[src/rtl/spi_master_tx.sv]
// spi_master_tx
//   SPI master for a single 15-bit slave shift stage. It frames each transfer
//   with a leading LOAD pulse, which makes the slave preload its TX word. It
//   then sends 15 bits MSB first on MOSI with SCLK. After a low gap it raises a
//   trailing LOAD pulse, which makes the slave latch the word it received. The
//   bits captured from MISO are returned on rx_data when done pulses.
//   SCLK, MOSI and LOAD are registered outputs derived from clk.
//
// Parameters
//   DIV      SCLK half-period, LOAD pulse width and phase gap in clk cycles
//            (2..255)
// Ports
//   clk      system clock, rising edge
//   clr      synchronous active-high reset
//   start    frame request, sampled only while idle
//   tx_data  word to send, captured on the accepting edge
//   rx_data  last word received, updated at frame end
//   busy     frame in progress (cycle after accept through last LOAD cycle)
//   done     one-cycle frame-complete pulse
//   SCLK     serial clock to slave, idle low
//   MOSI     serial data to slave, MSB first
//   LOAD     slave framing strobe, active high
//   MISO     serial data from slave
module spi_master_tx #(
  parameter int unsigned DIV = 4
) (
  input  logic        clk,
  input  logic        clr,
  input  logic        start,
  input  logic [14:0] tx_data,
  output logic [14:0] rx_data,
  output logic        busy,
  output logic        done,
  output logic        SCLK,
  output logic        MOSI,
  output logic        LOAD,
  input  logic        MISO
);

  typedef enum logic [2:0] {
    IDLE,
    LEAD,
    LOW,
    HIGH,
    TAIL,
    COMMIT
  } state_t;

  localparam logic [7:0] PHASE_INIT = 8'(DIV - 1);

  state_t      state, state_next;
  logic [14:0] tx_sh, tx_sh_next;
  logic [14:0] rx_sh, rx_sh_next;
  logic [14:0] rx_data_next;
  logic [3:0]  bit_cnt, bit_cnt_next;
  logic [7:0]  phase, phase_next;
  logic        sclk_next, mosi_next, load_next, busy_next, done_next;
  logic        phase_end;

  assign phase_end = (phase == '0);

  always_ff @(posedge clk) begin
    if (clr) begin
      state   <= IDLE;
      tx_sh   <= '0;
      rx_sh   <= '0;
      rx_data <= '0;
      bit_cnt <= '0;
      phase   <= PHASE_INIT;
      SCLK    <= 1'b0;
      MOSI    <= 1'b0;
      LOAD    <= 1'b0;
      busy    <= 1'b0;
      done    <= 1'b0;
    end else begin
      state   <= state_next;
      tx_sh   <= tx_sh_next;
      rx_sh   <= rx_sh_next;
      rx_data <= rx_data_next;
      bit_cnt <= bit_cnt_next;
      phase   <= phase_next;
      SCLK    <= sclk_next;
      MOSI    <= mosi_next;
      LOAD    <= load_next;
      busy    <= busy_next;
      done    <= done_next;
    end
  end

  // All outputs are computed one cycle ahead, so each phase transition
  // changes the pins on the same edge that ends the phase.
  always_comb begin
    state_next   = state;
    tx_sh_next   = tx_sh;
    rx_sh_next   = rx_sh;
    rx_data_next = rx_data;
    bit_cnt_next = bit_cnt;
    phase_next   = phase_end ? PHASE_INIT : phase - 8'd1;
    sclk_next    = SCLK;
    mosi_next    = MOSI;
    load_next    = LOAD;
    busy_next    = busy;
    done_next    = 1'b0;

    case (state)
      IDLE: begin
        phase_next = PHASE_INIT;
        if (start) begin
          tx_sh_next   = tx_data;
          bit_cnt_next = 4'd14;
          load_next    = 1'b1;
          busy_next    = 1'b1;
          state_next   = LEAD;
        end
      end
      LEAD: begin
        if (phase_end) begin
          load_next  = 1'b0;
          mosi_next  = tx_sh[14];
          state_next = LOW;
        end
      end
      LOW: begin
        if (phase_end) begin
          sclk_next  = 1'b1;
          state_next = HIGH;
        end
      end
      HIGH: begin
        // MISO is stable for the whole high phase because the slave shifts
        // only on the falling edge, so sampling it at the end is safe.
        if (phase_end) begin
          rx_sh_next = {rx_sh[13:0], MISO};
          sclk_next  = 1'b0;
          if (bit_cnt == 4'd0) begin
            state_next = TAIL;
          end else begin
            bit_cnt_next = bit_cnt - 4'd1;
            tx_sh_next   = {tx_sh[13:0], 1'b0};
            mosi_next    = tx_sh[13];
            state_next   = LOW;
          end
        end
      end
      TAIL: begin
        if (phase_end) begin
          load_next  = 1'b1;
          state_next = COMMIT;
        end
      end
      COMMIT: begin
        if (phase_end) begin
          load_next    = 1'b0;
          mosi_next    = 1'b0;
          rx_data_next = rx_sh;
          done_next    = 1'b1;
          busy_next    = 1'b0;
          state_next   = IDLE;
        end
      end
      default: state_next = IDLE;
    endcase
  end

endmodule

[config.mk]
export PLATFORM = sky130hd
export DESIGN_NAME = spi_master_tx
export DESIGN_NICKNAME = d
export VERILOG_FILES = /design/src/rtl/spi_master_tx.sv
export SDC_FILE = /design/constraint.sdc
export NUM_CORES = 1
export LEC_CHECK = 0
export CAP_MARGIN = 0
export CORE_AREA = 2 2 71 73
export CTS_BUF_LIST = sky130_fd_sc_hd__clkbuf_2 sky130_fd_sc_hd__clkbuf_4 sky130_fd_sc_hd__clkbuf_8
export CTS_CLUSTER_SIZE = 16
export DETAILED_ROUTE_END_ITERATION = 8
export DIE_AREA = 0 0 73 75
export HOLD_SLACK_MARGIN = 0.02
export PLACE_DENSITY = 0.88
export SYNTH_ARGS = -nofsm -noshare
export SYNTH_HDL_FRONTEND = slang
export SYNTH_SLANG_ARGS = --single-unit
[constraint.sdc]
create_clock -name clk -period 6.5 [get_ports clk]
set_clock_uncertainty 0.05 [all_clocks]
set_input_delay 0.65 -clock clk [delete_from_list [all_inputs] [get_ports clk]]
set_output_delay 0.65 -clock clk [all_outputs]
set_load 0.01 [all_outputs]
## Yosys cells after proc, flatten, opt, wreduce, memory -nomap -nowiden

Cells that the tools add are included.

- Output and inout port bits: 20
- Flip-flop bits (word level): 65
- Input bits: 19

- Reductions and logical operators: 19
- Mux-type cells: 27
- Equality and inequality tests: 13
- Bitwise operators: 1
- Add/subtract/negate cells: 2

Operator list:

| kind | number |
|---|---|
| $mux W15 | 3 |
| $pmux W15 S2 | 1 |
| $mux W3 | 7 |
| $pmux W3 S6 | 1 |
| $ne A2 B2 Y1 const B | 7 |
| $mux W4 | 3 |
| $logic_not A8 Y1 | 1 |
| $pmux W4 S2 | 1 |
| $reduce_and A4 Y1 | 2 |
| $sub A8 B1 Y8 const B | 1 |
| $mux W1 | 7 |
| $eq A3 B2 Y1 const B | 2 |
| $eq A3 B3 Y1 const B | 2 |
| $pmux W1 S3 | 2 |
| $reduce_and A3 Y1 | 2 |
| $reduce_and A6 Y1 | 1 |
| $reduce_bool A2 Y1 | 3 |
| $reduce_bool A3 Y1 | 2 |
| $reduce_and A5 Y1 | 1 |
| $logic_not A4 Y1 | 1 |
| $pmux W1 S2 | 2 |
| $reduce_and A2 Y1 | 2 |
| $reduce_or A2 Y1 | 2 |
| $sub A4 B1 Y4 const B | 1 |
| other kinds (5) | 5 |

## Depth between registers and ports, before layout

Gate-level depths: netlist (run 1).

- Depth in word-level cells: 4
- Depth in mapped cells: 8

## Least setup slack after synthesis (run 1)

OpenSTA, ideal clock, no wires.

- Path kind: reg2reg
- From: register phase[0]
- To: register tx_sh[6]
- Data arrival time: 1.938 ns
- Library setup time: 0.134 ns
- Required time: 6.316 ns
- Period minus slack after synthesis: 2.122 ns
- Cell stages (with the launch flop): 9
- Path slack: 4.378 ns
- Cell sequence: dfxtp_1 -> inv_1 -> ha_1 -> or3b_2 -> or4_4 -> nand2b_2 -> buf_6 -> buf_12 -> a211oi_1

- Word-level cells in the longest chain between the ends: 3

RTL lines:

| element | line | text |
|---|---|---|
| start: declaration | 56 | `logic [7:0] phase, phase_next;` |
| start signal: assignment | 81 | `phase <= phase_next;` |
| $logic_not A8 Y1 | 60 | `assign phase_end = (phase == '0);` |
| $ne A2 B2 Y1 (no line) | - |  |
| $reduce_and A4 Y1 (no line) | - |  |
| end signal: assignment | 77 | `tx_sh <= tx_sh_next;` |
| end: declaration | 52 | `logic [14:0] tx_sh, tx_sh_next;` |

No other way between the ends.
A chain may end at the register's enable or synchronous reset.

## Final worst setup path (run 1)

- From: register state[1]
- To: register tx_sh[14]

- Word-level cells in the longest chain between the ends: 3

RTL lines:

| element | line | text |
|---|---|---|
| start: declaration | 51 | `state_t state, state_next;` |
| start signal: assignment | 76 | `state <= state_next;` |
| $eq A3 B2 Y1 or $logic_not A3 Y1 (tied branches) | 105 | `case (state)` |
| $ne A2 B2 Y1 (no line) or $reduce_bool A2 Y1 (tied branches) | - |  |
| $reduce_and A4 Y1 (no line) | - |  |

Several ways; a longest one is shown, not always the timed one.

==> results of run 1 <==
-- final cells by class --
class                      count  area share, %
multi-input combinational    204           39.6
sequential                    65           40.3
clock inverter                 3           1.32
tap                           54           2.09
inverter                       5          0.581
timing repair buffer          38           11.6
clock buffer                  11           4.49
-- final timing paths --
check | from | endpoint | cells after the start
max | state[1]$_SDFFE_PP0P_ | tx_sh[14]$_SDFFE_PP0P_ | 4
min | phase[0]$_SDFF_PP1_ | phase[0]$_SDFF_PP1_ | 1
min reg2reg | phase[0]$_SDFF_PP1_ | phase[0]$_SDFF_PP1_ | 1
max reg2reg | state[1]$_SDFFE_PP0P_ | tx_sh[14]$_SDFFE_PP0P_ | 4
-- metrics by stage --
step | cell area, um^2 | hold slack, ns | util, % | power [mW] | cells
2_1_floorplan | 2730 | 0.334 | - | 0.464 | 296
6_report | 3230 | 0.389 | 69.3 | 0.809 | 380
3_3_place_gp | 3040 | 0.354 | 65.3 | 0.479 | 366
5_1_grt | 3230 | 0.406 | 69.3 | 0.835 | 380
3_5_place_dp | 3040 | 0.382 | 65.3 | 0.482 | 366
4_1_cts | 3230 | 0.398 | 69.3 | 0.812 | 380
-- power groups by stage --
stage	registers, mW	clock network, mW	logic [mW]
floorplan	0.425	0	0.0392
global placement	0.427	0	0.0523
detailed placement	0.428	0	0.0536
CTS	0.419	0.339	0.0539
global route	0.421	0.354	0.0600
finish	0.419	0.336	0.0542
-- logic make-up after synthesis --
logic type               share of synthesized area, %
flip-flops                                       47.8
buffers and inverters                            5.23
adder cells (fa/ha/maj)                          1.38
AO/OA/AOI/OAI                                    11.6
multiplexers                                     10.7
AND/OR/NAND/NOR                                  21.5
XOR/XNOR                                         1.93
-- cell usage in the layout (no fill, tap or decap), drive strengths merged, types with 2 or more instances in the layout --
cell type,netlist,layout
nor4,4,4
xor2,2,2
a21o,2,2
clkdlybuf4s50,0,37
nor3b,3,3
inv,5,5
a21oi,19,19
mux2i,29,29
nand2b,2,2
clkbuf,14,11
nand3b,2,2
ha,3,3
or3,2,2
a311oi,5,5
nor2b,2,2
o21ai,2,2
or4,2,2
nor2,28,28
dfxtp,65,65
nand3,6,6
nor3,26,26
xnor2,4,4
a211oi,15,15
nand2,37,37
-- metal layers --
metal	wire length, um	global-route usage (%)	vias to the layer above	part of all wire (%)
li1	-	-	1097	-
met1	2500	26.2	1049	45
met2	2590	37.6	64	47
met3	275	6.96	15	5.0
met4	155	11.1	0	2.8
met5	0	0	-	0
-- synthesized netlist by cell type (3+ instances only) --
library cell  count
ha_1              3
nor4_1            3
inv_1             5
a211oi_1         15
nor3b_1           3
a311oi_1          5
mux2i_1          29
clkbuf_1         14
nor3_1           25
dfxtp_1          65
a21oi_1          19
nand3_1           6
xnor2_1           4
nor2_1           28
nand2_1          37
-- critical path, cell delays in order, from the launching register on --
cell and delay (ns):
dfxtp_1 0.57, nand3b_1 0.88, nor4_4 1.00, nor3_1 0.13, a211oi_1 0.29
-- state kept, by name (all words and copies together) (netlist names) --
signal / count
done: 1
state: 3
LOAD: 1
MOSI: 1
rx_sh: 15
rx_data: 15
bit_cnt: 4
tx_sh: 15
phase: 8
busy: 1
SCLK: 1
==> results.tsv, run 1 <==
stage	metric	value	unit
pwr	powerDensity	250	mW/mm^2
cells_and_area	nets	345	
synth	synth_area	0.00273	mm^2
routing	drc	0	
flow_run	cap_violations	0	
clocking	ctsHoldBuffers	0	
cells_and_area	multi_input_area	0.00128	mm^2
synth	synth_edf_count	0	
sta	worst_pin_slew	1.20	ns
global_routing	grt_pass1_vias	2157	
placement	dpl_worst_slack	3.63	ns
placement	place_congestion	0.825	
pwr	ir_worst_vdd	143	uV
cells_and_area	final.fill_count	364	
clocking	cts_max_path_buffers	2	
sta	fin_crit	3.03	ns
routing	firstDrtPassIters	4	
status	outcome	finished clean	
synth	seq_area_frac_synth	47.8	%
clocking	root_buffer	clkbuf_8	
clocking	cts-buffers-inserted	9	
worst_setup_path	crit_path_max_fanout	20	
cells_and_area	regArea	0.00130	mm^2
routing	vias_per_cell	5.86	
worst_setup_path	critPathArrivalTime	3.21	ns
sta	slew_violations	0	
clocking	clk_pin_slew	0.07	ns
global_routing	track_usage	22.5	%
die	io_pins	39	
die	die_h	75	um
placement	portBuffers	38	
die	rows	25	
pwr	clockPowerShare	41.5	%
pwr	seqPwrFrac	51.8	%
clocking	post-cts-setup-buffers	0	
routing	drt-initial-drc-count	156	
cells_and_area	num_antenna_cells	0	
clocking	cts_resized	0	
sta	fin_crit_sh	46.6	%
sta	setup_violations	0	
routing	wl_per_cell	14.5	um
hold_path	hp-class	reg -> reg	
global_routing	antenna_found_initial	0	
clocking	htree_levels	3	
synth	synthArstFlopShare	0	%
sta	slew_headroom	19.7	%
cells_and_area	area_growth	18.6	%
pwr	total_leakage_power	1.32	nW
clocking	clk_latency	0.34	ns
pwr	p_int	0.624	mW
global_routing	grt_first_pass_wirelength	9360	um
global_routing	grt_max_degree	61	
sta	fin_setup_tns	0	ns
clocking	cts_tree	built	
synth	synth_area_leader_cell	dfxtp_1	
placement	dp_hpwl	3570	um
cells_and_area	drive_above_1_share	6.75	%
synth	synthTopCellsByArea	dfxtp_1, mux2i_1, nand2_1	
pwr	switchingPower	0.185	mW
sta	grt_setup_unrepaired	false	
routing	ant_nets	0	
worst_setup_path	reg2reg_slack	3.47	ns
die	dieArea	0.00548	mm^2
global_routing	grt_overflow	0	
worst_setup_path	cp-end-kind	flip-flop	
synth	synth_seq_cells	65	
die	initial_core_util	58.5	%
worst_setup_path	worstSetupStartpointType	flip-flop	
sta	fin_ws	3.47	ns
routing	num_vias	2225	
synth	synth.distinct_cells	40	
worst_setup_path	worstSetupPathType	reg -> reg	
synth	synth.avg_cell_area	9.21	um^2
die	die_w	73	um
synth	yosys_warnings	0	
synth	synthCells	296	
die	core_area	0.00466	mm^2
sta	timing.fmax	330	MHz
worst_setup_path	worstPathRequired	6.69	ns
synth	synth_ff_type	dfxtp_1	
pwr	p_sw_share	22.9	%
clocking	cts_sinks	65	
pwr	p_comb_share	6.7	%
synth	synth_top_area_share	47.8	%
routing	routed_wl	5520	um
sta	hold_viol	0	
synth	syn_nets	318	
(Power assumes the default switching activity.)
==> run 2, diff against run 1 <==
CORE_AREA = 2 2 77 79   (was 2 2 71 73)
DIE_AREA = 0 0 79 81   (was 0 0 73 75)
PLACE_DENSITY = 0.8   (was 0.88)
clock period = 2.7 ns   (was 6.5 ns; I/O delays follow)
==> run 2 against run 1 <==
  * Design area grew 4.2%
  * Cell count is 8.4% higher
  * Global-route usage decreased by 3.6 points
  * Die area increased by 17%
  * Clock power grew to 2.8 times the previous value
  * Sequential share of layout area fell by 1.6 points
  * First-iteration DRC count shrank 27%
  * Non-clock buffer count rose by 9
  * Via count is 0.22% lower
  * Sequential power up 140%
  * Sequential cell count unchanged
  * Power rose to 2.6 times the previous value
==> results.tsv, run 2 (synthesis results as in run 1) <==
stage	metric	value	unit	change
hold_path	hp-class	in -> reg		was reg -> reg
die	rows	28		was 25
cells_and_area	final.fill_count	489		was 364
status	outcome	finished clean		unchanged
routing	wl_per_cell	13.1	um	was 14.5 um
pwr	seqPwrFrac	48.7	%	was 51.8%
worst_setup_path	critPathArrivalTime	2.47	ns	was 3.21 ns
pwr	finalPower	2.07	mW	was 0.809 mW
global_routing	track_usage	18.9	%	was 22.5%
placement	place_congestion	0.758		was 0.825
pwr	p_int	1.60	mW	was 0.624 mW
placement	dpl_worst_slack	0.420	ns	was 3.63 ns
sta	fin_setup_tns	0	ns	unchanged
cells_and_area	num_antenna_cells	0		unchanged
clocking	clk_latency	0.35	ns	was 0.34 ns
clocking	clk_pin_slew	0.07	ns	about the same
global_routing	grt_max_degree	35		was 61
routing	ant_nets	0		unchanged
routing	firstDrtPassIters	5		was 4
cells_and_area	final_cell_mix	dfxtp_1, nand2_1, clkdlybuf4s50_1		unchanged
worst_setup_path	worstSetupStartpointType	flip-flop		unchanged
worst_setup_path	cp_cell_sequence	inv_1 -> ha_1 -> or3b_2 -> or4_4 -> nand2b_2 -> a211oi_1		was nand3b_1 -> nor4_4 -> nor3_1 -> a211oi_1
sta	hold_ws	0.319	ns	was 0.389 ns
routing	drc	0		unchanged
pwr	clockPowerShare	44.7	%	was 41.5%
routing	num_vias	2220		was 2225
clocking	root_buffer	clkbuf_8		unchanged
global_routing	grt_first_pass_wirelength	9450	um	was 9360 um
pwr	p_sw_share	22.7	%	was 22.9%
clocking	cts_tree	built		unchanged
pwr	switchingPower	0.470	mW	was 0.185 mW
clocking	cts_resized	0		unchanged
die	core_area	0.00568	mm^2	was 0.00466 mm^2
sta	worst_pin_slew	0.589	ns	was 1.20 ns
worst_setup_path	path_buf_inv	1		was 0
sta	fin_ws	0.390	ns	was 3.47 ns
die	dieArea	0.00640	mm^2	was 0.00548 mm^2
sta	slew_violations	0		unchanged
clocking	post-cts-setup-buffers	0		unchanged
clocking	cts-buffers-inserted	9		unchanged
sta	fin_crit_sh	85.6	%	was 46.6%
worst_setup_path	worstSetupPathType	reg -> reg		unchanged
sta	hold_viol	0		unchanged
cells_and_area	design_area	0.00337	mm^2	was 0.00323 mm^2
cells_and_area	nets	354		was 345
die	die_w	79	um	was 73 um
worst_setup_path	cp_top_family	simple AND/OR/NAND/NOR gates		unchanged
die	io_pins	39		unchanged
pwr	p_comb_share	6.6	%	was 6.7%
worst_setup_path	cp-end-kind	flip-flop		unchanged
routing	vias_per_cell	5.39		was 5.86
cells_and_area	reg_top3	rx_data (15), rx_sh (15), tx_sh (15)		unchanged
worst_setup_path	slowest_stage	or4_4		was nor4_4
global_routing	grt_overflow	0		unchanged
sta	slew_headroom	60.4	%	was 19.7%
pwr	total_leakage_power	1.37	nW	was 1.32 nW
global_routing	grt_pass1_vias	2093		was 2157
global_routing	antenna_found_initial	0		unchanged
clocking	cts_sinks	65		unchanged
worst_setup_path	worstPathRequired	2.86	ns	was 6.69 ns
routing	routed_wl	5380	um	was 5520 um
placement	dp_hpwl	3550	um	was 3570 um
routing	drt-initial-drc-count	114		was 156
clocking	ctsHoldBuffers	0		unchanged
placement	placed_cell_area	0.00314	mm^2	was 0.00304 mm^2
placement	portBuffers	38		unchanged
cells_and_area	drive_above_1_share	9.79	%	was 6.75%
sta	setup_violations	0		unchanged
clocking	cts_max_path_buffers	2		unchanged
cells_and_area	area_growth	23.6	%	was 18.6%
cells_and_area	layout_commonest_cell	dfxtp_1		unchanged
worst_setup_path	slowest_delay	0.56	ns	was 1.00 ns
pwr	powerDensity	615	mW/mm^2	was 250 mW/mm^2
sta	fin_crit	2.31	ns	was 3.03 ns
die	initial_core_util	48.0	%	was 58.5%
worst_setup_path	crit_path_max_fanout	17		was 20
die	die_h	81	um	was 75 um
pwr	ir_worst_vdd	312	uV	was 143 uV
flow_run	cap_violations	0		unchanged
clocking	htree_levels	3		unchanged
sta	grt_setup_unrepaired	false		unchanged
sta	timing.fmax	433	MHz	was 330 MHz
-- run 2: cell types whose count changed in the layout (fill, tap and decap cells not counted) --
| cell | previous run | this run |
|---|---|---|
| bufinv_16 | 1 | 2 |
| clkbuf_4 | 1 | 0 |
| clkinv_2 | 1 | 0 |
| clkinv_4 | 0 | 1 |
| clkinvlp_4 | 1 | 3 |
| buf_4 | 0 | 9 |
-- run 2: stage by stage --
step	std cells	util, %
finish	412	59.3
global route	412	59.3
CTS	412	59.3
detailed placement	396	55.3
global placement	396	55.3
floorplan	296	-
-- run 2: worst paths after layout --
check	start	end	slack, ns	depth (start not counted)
max reg2reg	phase[0]$_SDFF_PP1_	tx_sh[9]$_SDFFE_PP0P_	0.39	6
min	clr	rx_data[4]$_SDFFE_PP0P_	0.32	2
max	phase[0]$_SDFF_PP1_	tx_sh[9]$_SDFFE_PP0P_	0.39	6
min reg2reg	phase[0]$_SDFF_PP1_	phase[0]$_SDFF_PP1_	0.38	1
-- run 2: worst reg2reg max path, cell delays in order (launching register included) --
cell      delay [ns]
dfxtp_1         0.34
inv_1           0.09
ha_1            0.16
or3b_2          0.54
or4_4           0.56
nand2b_2        0.29
a211oi_1        0.14
-- run 2: layout make-up --
class	instances	area (um^2)	area share [%]
inverters	5	18.8	0.557
well taps	75	93.8	2.79
clock inverters	6	91.3	2.71
repair buffers	47	443	13.2
multi-input cells	204	1280	38.1
flip-flops and latches	65	1300	38.6
clock buffers	10	138	4.09
-- run 2: per-layer routing --
metal,up-vias,wire length (um),global-route usage (%)
li1,1115,-,-
met1,1047,2610,23.8
met2,47,2360,29.2
met3,11,305,6.44
met4,0,103,8.79
met5,-,0,0
-- run 2: power groups by stage --
stage               sequential (mW)  combinational (mW)  clock (mW)
finish                         1.01               0.137       0.926
global route                   1.01               0.152       0.986
CTS                            1.01               0.137       0.943
detailed placement             1.03               0.137           0
global placement               1.03               0.132           0
floorplan                      1.02              0.0944           0
